--- src/rtl/rr_channel_arbiter.sv ---
// Round-robin arbiter driving the select code and one-hot grant of an M-channel mux.
// Grants are sticky until accepted; re-arbitration on a handshake happens with no bubble.
module rr_channel_arbiter #(
  parameter int CHANNELS_COUNT = 5,
  parameter int SEL_WIDTH      = $clog2(CHANNELS_COUNT)
) (
  input  logic                      clk,
  input  logic                      rst_n,
  input  logic [CHANNELS_COUNT-1:0] req,
  input  logic                      out_ready,
  output logic                      out_valid,
  output logic [SEL_WIDTH-1:0]      select,
  output logic [CHANNELS_COUNT-1:0] grant,
  output logic                      o_dbg_state
);

  if (CHANNELS_COUNT < 2) begin : g_bad_param
    $fatal(1, "rr_channel_arbiter: CHANNELS_COUNT must be >= 2");
  end

  // Handshake: a transfer happens on a rising edge where out_valid && out_ready.
  // select/grant hold while out_valid && !out_ready; out_ready is ignored when idle.

  typedef enum logic [0:0] {ST_IDLE = 1'b0, ST_GRANT = 1'b1} state_t;

  state_t                      r_state;
  logic [SEL_WIDTH-1:0]        r_ptr;
  logic                        r_valid;
  logic [SEL_WIDTH-1:0]        r_select;
  logic [CHANNELS_COUNT-1:0]   r_grant;

  logic                        w_handshake;
  logic [SEL_WIDTH-1:0]        w_ptr_next;
  logic [SEL_WIDTH-1:0]        w_arb_ptr;
  logic [SEL_WIDTH-1:0]        w_winner;
  logic                        w_found;
  int                          w_idx;

  assign w_handshake = (r_state == ST_GRANT) && r_valid && out_ready;
  // Wrap modulo the channel count, not 2^SEL_WIDTH.
  assign w_ptr_next  = (r_select == SEL_WIDTH'(CHANNELS_COUNT - 1)) ? '0 : r_select + 1'b1;
  assign w_arb_ptr   = w_handshake ? w_ptr_next : r_ptr;

  always_comb begin
    w_found  = 1'b0;
    w_winner = '0;
    w_idx    = 0;
    for (int k = 0; k < CHANNELS_COUNT; k++) begin
      w_idx = int'(w_arb_ptr) + k;
      if (w_idx >= CHANNELS_COUNT) w_idx = w_idx - CHANNELS_COUNT;
      if (!w_found && req[w_idx[SEL_WIDTH-1:0]]) begin
        w_found  = 1'b1;
        w_winner = w_idx[SEL_WIDTH-1:0];
      end
    end
  end

  always_ff @(posedge clk) begin
    if (!rst_n) begin
      r_state  <= ST_IDLE;
      r_ptr    <= '0;
      r_valid  <= 1'b0;
      r_select <= '0;
      r_grant  <= '0;
    end else begin
      case (r_state)
        ST_IDLE: begin
          if (w_found) begin
            r_state  <= ST_GRANT;
            r_valid  <= 1'b1;
            r_select <= w_winner;
            r_grant  <= {{(CHANNELS_COUNT-1){1'b0}}, 1'b1} << w_winner;
          end
        end
        ST_GRANT: begin
          if (w_handshake) begin
            r_ptr <= w_ptr_next;
            if (w_found) begin
              r_select <= w_winner;
              r_grant  <= {{(CHANNELS_COUNT-1){1'b0}}, 1'b1} << w_winner;
            end else begin
              r_state <= ST_IDLE;
              r_valid <= 1'b0;
              r_grant <= '0;
            end
          end
        end
        default: begin
          r_state <= ST_IDLE;
          r_valid <= 1'b0;
          r_grant <= '0;
        end
      endcase
    end
  end

  assign out_valid   = r_valid;
  assign select      = r_select;
  assign grant       = r_grant;
  assign o_dbg_state = (r_state == ST_GRANT);

  a_grant_onehot0: assert property (@(posedge clk) disable iff (!rst_n) $onehot0(grant));
  a_select_range:  assert property (@(posedge clk) disable iff (!rst_n) int'(select) < CHANNELS_COUNT);
  a_select_stable: assert property (@(posedge clk) disable iff (!rst_n)
                                    (out_valid && !out_ready) |=> $stable(select));
  a_grant_matches: assert property (@(posedge clk) disable iff (!rst_n)
                                    out_valid |-> grant[select]);

endmodule

--- config.mk ---
export PLATFORM = sky130hd
export DESIGN_NAME = rr_channel_arbiter
export DESIGN_NICKNAME = d
export VERILOG_FILES = /design/src/rtl/rr_channel_arbiter.sv
export SDC_FILE = /design/constraint.sdc
export NUM_CORES = 1
export LEC_CHECK = 0
export ABC_AREA = 1
export CAP_MARGIN = 20
export CELL_PAD_IN_SITES_DETAIL_PLACEMENT = 1
export CELL_PAD_IN_SITES_GLOBAL_PLACEMENT = 2
export CORE_MARGIN = 8
export CORE_UTILIZATION = 31
export DETAILED_ROUTE_END_ITERATION = 6
export GPL_ROUTABILITY_DRIVEN = 0
export GPL_TIMING_DRIVEN = 0
export PLACE_DENSITY = 0.84
export SYNTH_ARGS = -nofsm -noshare
export SYNTH_HDL_FRONTEND = slang
export SYNTH_SLANG_ARGS = --single-unit
export TNS_END_PERCENT = 50
--- constraint.sdc ---
create_clock -name clk -period 4.11 [get_ports clk]
set_input_delay 0.822 -clock clk [delete_from_list [all_inputs] [get_ports clk]]
set_output_delay 0.822 -clock clk [all_outputs]
set_load 0.1 [all_outputs]
==> results.json <==
{
  "drtAntennaViolNets": 0,
  "syn2layout_area_growth_pct": 21.89,
  "cts_tree": "done",
  "syn_inst": 279,
  "maxCapViolCount": 0,
  "pin_count": 18,
  "critPathMaxFanout": 10,
  "vias": 1821,
  "core-area_sq_mm": 0.005439,
  "crit_path_end_kind": "flip-flop",
  "grt_max_degree": 12,
  "grt_antenna_before_repair": 0,
  "post-route-min-period_ns": 3.690,
  "critPathBufInv": 5,
  "syn_area_per_cell_sq_um": 6.166,
  "drive_gt1_share_pct": 19.08,
  "firstDrtPassIters": 4,
  "status": "finished, final reports clean",
  "cts_buffer_depth": 2,
  "synth_area_leaders": "nand2_1, dfxtp_1, nand3_1",
  "synth-seq-cells": 13,
  "wire_per_inst_um": 14.01,
  "yosys_warnings": 0,
  "clk_latency_ns": 0.25,
  "synth_area_sq_mm": 0.001720,
  "synth_top_area_cell": "nand2_1",
  "cp_top_family": "simple AND/OR/NAND/NOR gates",
  "diodes": 0,
  "cts_buffers": 3,
  "die-area_sq_mm": 0.008189,
  "via_per_inst": 4.843,
  "hold_ws_ns": 0.4688,
  "wirelength_mm": 5.268,
  "finalCritPeriodShare_pct": 89.77,
  "finish.utilization_pct": 38.56,
  "dpl.hpwl_mm": 4.504,
  "crit_chain": "dlymetal6s2s_1, nand3_4, nor2_2, nand2_1, nand2_4, inv_4, ha_1, ha_1, o21ai_0, inv_1, nor2_4, inv_2, nand2_1, nand3_1, nand3_1, nand2_1, a21boi_4, buf_4, nor2_4, nand3_1, nand2_1, nor2_4, nor2_1, o21a_1",
  "ys_types": 30,
  "hold_violations": 0,
  "crit_type": "primary input to flip-flop",
  "ir_worst_vdd_v": 0.0004201,
  "setup_viol": 0,
  "htreeDepth": 1,
  "start_util_pct": 31.63,
  "crit_top_cell": "nand2_1",
  "core.rowCount": 27,
  "required_ns": 4.25,
  "cts.clk_slew.worst_paths_ns": 0.05,
  "worst_setup_path_start_kind": "primary input",
  "seq_area_frac_synth_pct": 15.13,
  "cts_hold_buf": 0,
  "grt_pass1_wl_mm": 9.197,
  "syn_nets": 298,
  "synth_top_area_share_pct": 18.55,
  "slew_headroom_pct": 34.19,
  "gr-usage-all-layers_pct": 13.29,
  "die_w_um": 90.50,
  "root_buffer": "clkbuf_8",
  "worst_pin_slew_ns": 0.9840,
  "slew_viol_final": 0,
  "crit_path_top_delay_cell": "ha_1",
  "powerDensity_mw_per_mm2": 528.2,
  "cp_data_arrival_time_ns": 3.83,
  "portBuffers": 17,
  "overflow": 0,
  "critical_path.max_stage_delay_ns": 0.34,
  "nNetsFinal": 324,
  "fmax_mhz": 271.0,
  "hp-class": "flip-flop to flip-flop",
  "drtIter0Drc": 43,
  "drc_errors": 0,
  "clock-skew-final_ns": 0.003806,
  "cts_sinks": 13,
  "fp.dieH_um": 90.50,
  "grt_pass1_vias": 1936,
  "leakagePower_nw": 1.048,
  "grt_setup_unrepaired": "no"
}
worst paths after layout:
check | to | depth (start not counted) | start | slack [ns]
max | grant[3] | 24 | out_ready | 0.42
min reg2reg | grant[2] | 2 | grant[2] | 0.47
max reg2reg | grant[3] | 25 | select[0] | 0.48
min | grant[2] | 2 | grant[2] | 0.47
registers in the layout (all words and copies together) (netlist names):
signal,cells
grant,5
select,3
out_valid,1
r_ptr,3
o_dbg_state,1
where the power goes:
part,switching [mW],internal [mW],total (mW)
Clock,0.0486,0.0686,0.117
Sequential,0.0191,0.151,0.170
Combinational,0.574,0.246,0.820
Total,0.642,0.466,1.11
worst min-delay path, cell delays in order (launching register included):
cell     delay (ns)
dfxtp_1        0.31
nand2_1        0.06
a21oi_1        0.06
metal layers:
layer | wire length (um) | vias to the layer above | share of wire [%] | global-route usage, %
li1 | - | 952 | - | -
met1 | 2474 | 836 | 47 | 16.01
met2 | 2582 | 26 | 49 | 23.93
met3 | 137 | 7 | 2.6 | 1.663
met4 | 73 | 0 | 1.4 | 3.467
met5 | 0 | - | 0 | 0
cell usage after synthesis:
master    instances
nand2_2          10
nor2_2            3
o21ai_0           2
nand3_2           7
o21a_1            2
nor4_2            1
nor2_4            4
o211ai_1          2
a21oi_2           1
nand4_2           1
xor2_4            1
nand4_1           2
nand2_4           4
nand2_1          85
nand2_8           1
inv_4             1
inv_2             8
clkbuf_1          1
a21boi_4          1
inv_1            32
o21ai_1           4
ha_1             10
o21ai_2           3
a21oi_1           9
nand3_1          50
dfxtp_1          13
nor2_1           18
buf_8             1
nand3_4           1
fa_1              1
area by class of cell:
class / instances / area, sq um
Buffer: 2 / 18.77
Clock buffer: 4 / 45.04
Fill cell: 741 / 3342
Inverter: 41 / 158.9
Multi-Input combinational cell: 223 / 1321
Sequential cell: 13 / 260.3
Tap cell: 72 / 90.09
Timing Repair Buffer: 21 / 202.7
cell usage in the layout, fill, tap and decap left out:
cell type         n
nand2_1          84
nand3_1          50
inv_1            31
nor2_1           18
clkdlybuf4s50_1  16
dfxtp_1          13
ha_1             10
a21oi_1           9
nand2_2           8
inv_2             8
nand2_4           7
nand3_2           6
nor2_4            4
o21ai_1           4
buf_4             4
nor2_2            3
o21ai_2           3
clkbuf_8          3
nand3_4           2
inv_4             2
nand4_1           2
o21ai_0           2
o211ai_1          2
clkbuf_1          2
o21a_1            2
buf_8             1
nand2_8           1
a21boi_4          1
xor2_4            1
nand4_4           1
a21oi_2           1
nor4_2            1
fa_2              1
dlymetal6s2s_1    1
what timing repair did:
item	4_1_cts	5_1_grt
buffers inserted	3	1
pin swaps	3	4
hold endpoints to repair	0	0
setup endpoints to repair	8	8
resized for setup	8	2
stage by stage:
stage                     instance area (sq um)  cells  setup WS [ns]  power, mW  setup TNS, ns
after CTS                                  2082    375       0.004064      1.115              0
after global placement                     1981    368        -0.4316     0.9498         -3.049
after detailed placement                   1981    368        -0.4889     0.9619         -3.880
after global routing                       2097    376         0.1198      1.210              0
after floorplan                            1720    279        0.02367     0.7886              0
final                                      2097    376         0.4204      1.108              0
kinds of logic (layout without fill, tap and decap cells):
group,count (synthesis),after routing,synth area share (%)
fa+ha+maj,11,11,8.436
buf+inv,43,68,10.18
flops,13,13,15.13
xor+xnor,1,1,1.600
simple gates,187,187,55.42
compound gates,24,24,9.236
No activity file was read; power rests on OpenSTA's default activity.
